### src/rtl/rng_pkg.sv
// Shared constants and types for the LFSR sample-sharing arbiter.
package rng_pkg;

    // Width of one LFSR sample.
    localparam int RNG_DW       = 12;
    // Default number of requesting noise channels.
    localparam int RNG_N_REQ    = 4;
    // Rotate step per winner index for the decorrelating transform.
    localparam int RNG_ROT_STEP = 3;
    // Width of the issue-rate divider.
    localparam int RNG_DIV_W    = 8;

    typedef logic [RNG_DIV_W-1:0] rng_div_t;

endpackage

### src/rtl/rng_rr_pick.sv
// Combinational round-robin picker: first set request at or above ptr, wrapping.
module rng_rr_pick
    import rng_pkg::*;
#(
    parameter int N_REQ = RNG_N_REQ,
    parameter int PW    = $clog2(RNG_N_REQ)
) (
    input  logic [N_REQ-1:0] req,
    input  logic [PW-1:0]    ptr,
    output logic [N_REQ-1:0] gnt,
    output logic [PW-1:0]    idx,
    output logic             any
);

    logic [PW-1:0] k;

    // Scan requesters starting at ptr and keep only the first hit.
    always_comb begin
        gnt = '0;
        idx = '0;
        any = 1'b0;
        k   = '0;
        for (int i = 0; i < N_REQ; i++) begin
            k = PW'((int'(ptr) + i) % N_REQ);
            if (!any && req[k]) begin
                any    = 1'b1;
                idx    = k;
                gnt[k] = 1'b1;
            end
        end
    end

endmodule

### src/rtl/rng_share_arb.sv
// Round-robin arbiter sharing one LFSR sample stream among noise channels.
// Optional feature: define RNG_ARB_DECORR_EN to rotate each granted sample
// left by (RNG_ROT_STEP * winner) mod DW; otherwise samples pass through raw.
module rng_share_arb
    import rng_pkg::*;
#(
    parameter int N_REQ = RNG_N_REQ,
    parameter int DW    = RNG_DW
) (
    input  logic                     i_clk,
    input  logic                     i_rst,
    input  logic                     i_en,
    input  logic [RNG_DIV_W-1:0]     i_div,
    input  logic [DW-1:0]            i_rng_data,
    input  logic [N_REQ-1:0]         i_req,
    output logic [N_REQ-1:0]         o_gnt,
    output logic                     o_valid,
    output logic [DW-1:0]            o_data,
    output logic [$clog2(N_REQ)-1:0] o_ptr
);

    localparam int PW = $clog2(N_REQ);

    rng_div_t         div_cnt_p0;
    logic             tick;
    logic             issue;
    logic [N_REQ-1:0] pick_gnt;
    logic [PW-1:0]    pick_idx;
    logic             pick_any;
    logic [DW-1:0]    data_xf;

    logic [PW-1:0]    ptr_p1;
    logic [N_REQ-1:0] gnt_p1;
    logic             vld_p1;
    logic [DW-1:0]    data_p1;

`ifdef RNG_ARB_DECORR_EN
    function automatic logic [DW-1:0] rotl(input logic [DW-1:0] d, input int sh);
        if (sh == 0) begin
            return d;
        end
        return (d << sh) | (d >> (DW - sh));
    endfunction
`endif

    // ---- stage 0: issue-slot divider, pick and sample transform ----

    assign tick  = i_en && (div_cnt_p0 >= i_div);
    assign issue = tick && pick_any;

    // Divider free-runs while enabled and restarts on every slot, taken or lost.
    always_ff @(posedge i_clk or negedge i_rst) begin
        if (!i_rst) begin
            div_cnt_p0 <= '0;
        end else if (!i_en || tick) begin
            div_cnt_p0 <= '0;
        end else begin
            div_cnt_p0 <= div_cnt_p0 + 1'b1;
        end
    end

    rng_rr_pick #(
        .N_REQ (N_REQ),
        .PW    (PW)
    ) u_pick (
        .req (i_req),
        .ptr (ptr_p1),
        .gnt (pick_gnt),
        .idx (pick_idx),
        .any (pick_any)
    );

    // Shape the current sample for whichever channel wins this slot.
    always_comb begin
        data_xf = i_rng_data;
`ifdef RNG_ARB_DECORR_EN
        data_xf = rotl(i_rng_data, (RNG_ROT_STEP * int'(pick_idx)) % DW);
`endif
    end

    // ---- stage 1: registered grant pulse, sample and rotation pointer ----

    // Grant pulse lasts one cycle; data holds between grants; ptr moves past the winner.
    always_ff @(posedge i_clk or negedge i_rst) begin
        if (!i_rst) begin
            gnt_p1  <= '0;
            vld_p1  <= 1'b0;
            data_p1 <= '0;
            ptr_p1  <= '0;
        end else if (issue) begin
            gnt_p1  <= pick_gnt;
            vld_p1  <= 1'b1;
            data_p1 <= data_xf;
            ptr_p1  <= PW'((int'(pick_idx) + 1) % N_REQ);
        end else begin
            gnt_p1  <= '0;
            vld_p1  <= 1'b0;
        end
    end

    assign o_gnt   = gnt_p1;
    assign o_valid = vld_p1;
    assign o_data  = data_p1;
    assign o_ptr   = ptr_p1;

endmodule

### config.mk
export PLATFORM = sky130hd
export DESIGN_NAME = rng_share_arb
export DESIGN_NICKNAME = d
export VERILOG_FILES = /design/src/rtl/rng_pkg.sv /design/src/rtl/rng_rr_pick.sv /design/src/rtl/rng_share_arb.sv
export SDC_FILE = /design/constraint.sdc
export NUM_CORES = 1
export LEC_CHECK = 0
export ABC_AREA = 1
export BUFFER_PORTS_ARGS = -buffer_cell sky130_fd_sc_hd__clkbuf_2
export CAP_MARGIN = 20
export CORE_MARGIN = 3
export CORE_UTILIZATION = 40
export CTS_BUF_LIST = sky130_fd_sc_hd__clkbuf_4
export CTS_CLUSTER_DIAMETER = 80
export DETAILED_ROUTE_END_ITERATION = 10
export PLACE_DENSITY = 0.65
export SYNTH_ARGS = -nofsm -noshare
export SYNTH_HDL_FRONTEND = slang
export SYNTH_HIERARCHICAL = 1
export SYNTH_SLANG_ARGS = --single-unit
### constraint.sdc
create_clock -name i_clk -period 2.2 [get_ports i_clk]
set_input_delay 0.22 -clock i_clk [delete_from_list [all_inputs] [get_ports i_clk]]
set_output_delay 0.22 -clock i_clk [all_outputs]
set_load 0.05 [all_outputs]
---- After elaboration in Yosys (flattened, before gate mapping) ----
Cells that the tools add are included.
word-level totals
  register bits after elaboration ......... 27
  input port bits ......................... 27
  word-level logic and storage cells ...... 67
cells by class
  add/sub/neg operators ................... 5
  $lt $le $gt $ge ......................... 9
  muxes and demuxes ....................... 31
  bitwise gates (word level) .............. 3
  reduce and logical (&&, ||, !) cells .... 14
operators with widths
  operator                                                            number
  2-to-1 mux 4 bit                                                    5
  2-to-1 mux 1 bit                                                    13
  less-than comparator 2 x 3 -> 1 bit (second input constant)         4
  OR 4 bit                                                            3
  logical AND 1 bit                                                   9
  adder 8 x 1 -> 8 bit (second input constant)                        1
  binary-select mux 1 bit (select 2 bit)                              4
  demux 1 bit (select 2 bit)                                          4
  greater-or-equal comparator 2 x 1 -> 1 bit (second input constant)  4
  greater-or-equal comparator 8 bit                                   1
  2-to-1 mux 2 bit                                                    4
  2-to-1 mux 8 bit                                                    1
  adder 2 x 1 -> 2 bit (second input constant)                        2
  adder 2 bit (second input constant)                                 2
  logical NOT 1 bit                                                   4
  logical OR 1 bit                                                    1

---- Depth between registers and ports, before layout ----
  depth after elaboration ................. 14
  gate-level depth with buffers ........... 14
  mapped depth without buffers ............ 12

---- Cells and area by module ----
Netlist, hierarchy kept.
modules (own cells, without submodules)
  module         times used  cells an instance  area each (µm²)
  rng_share_arb  1           145                1,366.3
  rng_rr_pick    1           74                 440.4

---- Least setup slack after synthesis ----
Ideal clock, no wire load.
  kind .................................... register to register
  start point ............................. register ptr_p1[0] (netlist: o_ptr[0])
  end point ............................... register ptr_p1[1] (netlist: o_ptr[1])
  library setup time ...................... 66 ps
  arrival time ............................ 2,476 ps
  setup slack ............................. -342 ps
  cell stages (with the launch flop) ...... 14
  path buffers ............................ 2
  period minus slack after synthesis ...... 2,542 ps
  cell sequence ........................... dfrtp_1 > inv_2 > ha_1 > inv_1 > nand2_1 > nand2_2 > nor2_4 > buf_6 > nand4_1 > nand2_1 > inv_1 > clkbuf_1 > nand3_1 > nand2_1
on the way
  word-level cells in the longest chain between the ends .. 13
ends and longest elaborated chain
  element                                                                        line                 text
  start, declared                                                                rng_share_arb.sv:32  logic [PW-1:0] ptr_p1;
  start signal, assigned                                                         rng_share_arb.sv:94  ptr_p1 <= PW'((int'(pick_idx) + 1) % N_REQ);
  parallel branches: the longest is 11 deep, another holds adder 2 x 1 -> 2 bit  --
  2-to-1 mux 1 bit (*)                                                           rng_rr_pick.sv:25    if (!any && req[k]) begin
  net pick_any                                                                   rng_share_arb.sv:29  logic pick_any;
  logical AND 1 bit (*)                                                          rng_share_arb.sv:49  assign issue = tick && pick_any;
Mark *: on every way through the listed nets, which the timed path passes. The select of a mux whose other input is x is not followed.
A chain may end at the register's enable or synchronous reset.

---- Worst setup path in the final report ----
  start point ............................. register ptr_p1[1] (netlist: o_ptr[1])
  end point ............................... register ptr_p1[1] (netlist: o_ptr[1])
The elaborated chain is that of the path after synthesis.

==> results.sh <==
export IMPL_status="complete, no violations"
export IMPL_start_util_pct=43.3
export IMPL_finalCritPeriodShare_pct=94.3
export IMPL_area_delta_synth_final_pct=20.7
export IMPL_ys_warn_count=6
export IMPL_synth_seq_cells=27
export IMPL_syn_inst=219
export IMPL_die_area_um2=5360
export IMPL_gp_congestion=0.956
export IMPL_multiInputGateArea_um2=988
export IMPL_pin_count=46
export IMPL_drc=0
export IMPL_num_rows=23
export IMPL_top_layer="met4"
export IMPL_drt_iter0_markers=73
export IMPL_h_tree_depth=1
export IMPL_syn_avg_cell_area_um2=8.25
export IMPL_crit_fanout=10
export IMPL_whs_ns=0.108
export IMPL_drt_antenna_violating_nets=0
export IMPL_clock_fmax_mhz=482
export IMPL_hold_violations=0
export IMPL_cts_buffers=3
export IMPL_ir_drop_mv=0.591
export IMPL_viasPerCell=4.83
export IMPL_critPathRequiredTime_ns=2.41
export IMPL_slew_viol_final=0
export IMPL_final_common_cell="nand2_1"
export IMPL_fin_crit_ns=2.07
export IMPL_drv_cap=0
export IMPL_end_kind="flop"
export IMPL_antenna_cells=0
export IMPL_seqCellArea_um2=683
export IMPL_cp_arrival_ns=2.29
export IMPL_grt_setup_unrepaired="no"
export IMPL_coreArea_um2=4170
export IMPL_clock_sinks=27
export IMPL_first_global_vias=1475
export IMPL_fill_cells=406
export IMPL_drive_gt1_share_pct=32.0
export IMPL_hold_class="in -> reg"
export IMPL_vias=1570
export IMPL_criticalPathCategory="reg -> reg"
export IMPL_maxSlewHeadroom_pct=58.0
export IMPL_wl_met2_um=1670
export IMPL_syn_area_um2=1810
export IMPL_die_h_um=73.2
export IMPL_grt_max_degree=28
export IMPL_die_x_um=73.2
export IMPL_dp_hpwl_um=2850
export IMPL_tns_ns=0
export IMPL_tightest_slew_ns=0.629
export IMPL_worst_path_max_delay_cell="dfrtp_4"
export IMPL_power_per_cell_area_nw_per_um2=1120
export IMPL_port_buffer_count=45
export IMPL_clock_skew_ns=0.00981
export IMPL_path_clk_slew_ns=0.14
export IMPL_finalSetupViolCount=0
export IMPL_wl_per_cell_um=11.2
export IMPL_grt_ovfl_total=0
export IMPL_clk_latency_ns=0.32
export IMPL_final_cell_mix="47 x nand2_1, 45 x clkbuf_2, 30 x nand3_1"
export IMPL_cts_root_buf="clkbuf_4"
export IMPL_grt_pass1_wl_um=6380
export IMPL_seq_area_frac_synth_pct=37.4
export IMPL_max_stage_delay_ns=0.43
export IMPL_wl_met3_um=233
export IMPL_start_kind="flop"
export IMPL_track_usage_pct=14.6
export IMPL_clk_path_buf_depth=2
export IMPL_ys_types=25
export IMPL_firstDrtPassIters=4
export IMPL_syn_nets=260
export IMPL_wl_met1_um=1730
export IMPL_wl_um=3650
export IMPL_antenna_found_initial=0
export IMPL_p_leak_uw=0.00125
export IMPL_path_cells="inv_1 -> ha_1 -> inv_1 -> nand2_1 -> nand2_2 -> nor2_4 -> nand4_1 -> nand2_1 -> inv_1 -> buf_4 -> nand3_1 -> nand2_1"
export IMPL_cts_tree="built"
export IMPL_nNetsFinal=317
## where the power goes
group	internal, µW	leakage, µW	total, µW	switching, µW
Combinational	517	0.000871	1580	1060
Sequential	596	0.000360	654	57.9
Clock	67.9	0.0000177	205	137
Total	1180	0.00125	2440	1260
## worst paths after layout
kind,startpoint,to,slack (ns),cells past startpoint
max,o_ptr[1],o_ptr[1],0.13,12
min,i_rng_data[2],o_data[2],0.11,3
max reg2reg,o_ptr[1],o_ptr[1],0.13,12
min reg2reg,o_data[11],o_data[11],0.49,2
max in group asynchronous,i_rst,o_ptr[1],1.29,2
min in group asynchronous,i_rst,o_data[9],0.43,2
## sequential cells by signal, indices dropped and copies added, names as in the netlist
signal and count:
o_gnt 4, o_data 12, o_ptr 2, o_valid 1, div_cnt_p0 8
## cell type report
| class | instances | area share, % |
|---|---|---|
| Multi-Input combinational cell | 159 | 45.3 |
| Inverter | 29 | 4.99 |
| Tap cell | 50 | 2.87 |
| Clock inverter | 1 | 0.229 |
| Clock buffer | 3 | 1.03 |
| Sequential cell | 27 | 31.3 |
| Timing Repair Buffer | 56 | 14.2 |
## per-stage QoR
stage | setup WS, ns | power [µW] | utilization, % | std cells | cell area (µm²)
3_5_place_dp | 0.132 | 2130 | 50.4 | 316 | 2100
3_3_place_gp | 0.212 | 2130 | 50.4 | 316 | 2100
4_1_cts | 0.0922 | 2350 | 51.3 | 321 | 2140
5_1_grt | 0.00683 | 2640 | 52.3 | 325 | 2180
6_report | 0.126 | 2440 | 52.3 | 325 | 2180
2_1_floorplan | 0.0269 | 1800 | - | 219 | 1820
## synth_stat cells (all sizes together)
cell type	number	area (µm²)
nand4	10	77.6
inv	29	109
clkbuf	1	3.75
nand2	62	280
xnor2	1	8.76
a21o	1	7.51
xor2	6	52.6
nand3	33	195
nor2	18	100
ha	14	175
a21oi	9	45.0
nand3b	1	7.51
a21boi	4	30.0
dfrtp	27	676
buf	3	38.8
## kinds of logic (layout without fill, tap and decap cells)
family	count (synthesis)	count (layout)	synth area share [%]
AO/OA/AOI/OAI	14	14	4.57
XOR/XNOR	7	7	3.39
adder cells (fa/ha/maj)	14	14	9.70
buffers and inverters	33	89	8.38
flip-flops	27	27	37.4
AND/OR/NAND/NOR	124	124	36.6
## per-layer routing
metal	GRT usage (%)	up-vias
li1	-	820
met1	20.6	697
met2	23.2	51
met3	2.75	2
met4	3.07	0
met5	0	-
## critical path, delay by kind of cell, from the launching register on
family        cells  cell delay, ns
simple gates      7            0.65
buf+inv           4            0.51
flops             1            0.43
fa+ha+maj         1            0.38
## timing repair
action	in CTS	in global routing
setup endpoints to repair	0	15
hold buffers	1	0
hold endpoints to repair	27	0
gates resized for setup	0	1
setup buffers	0	4
No activity file was read; power rests on OpenSTA's default activity.
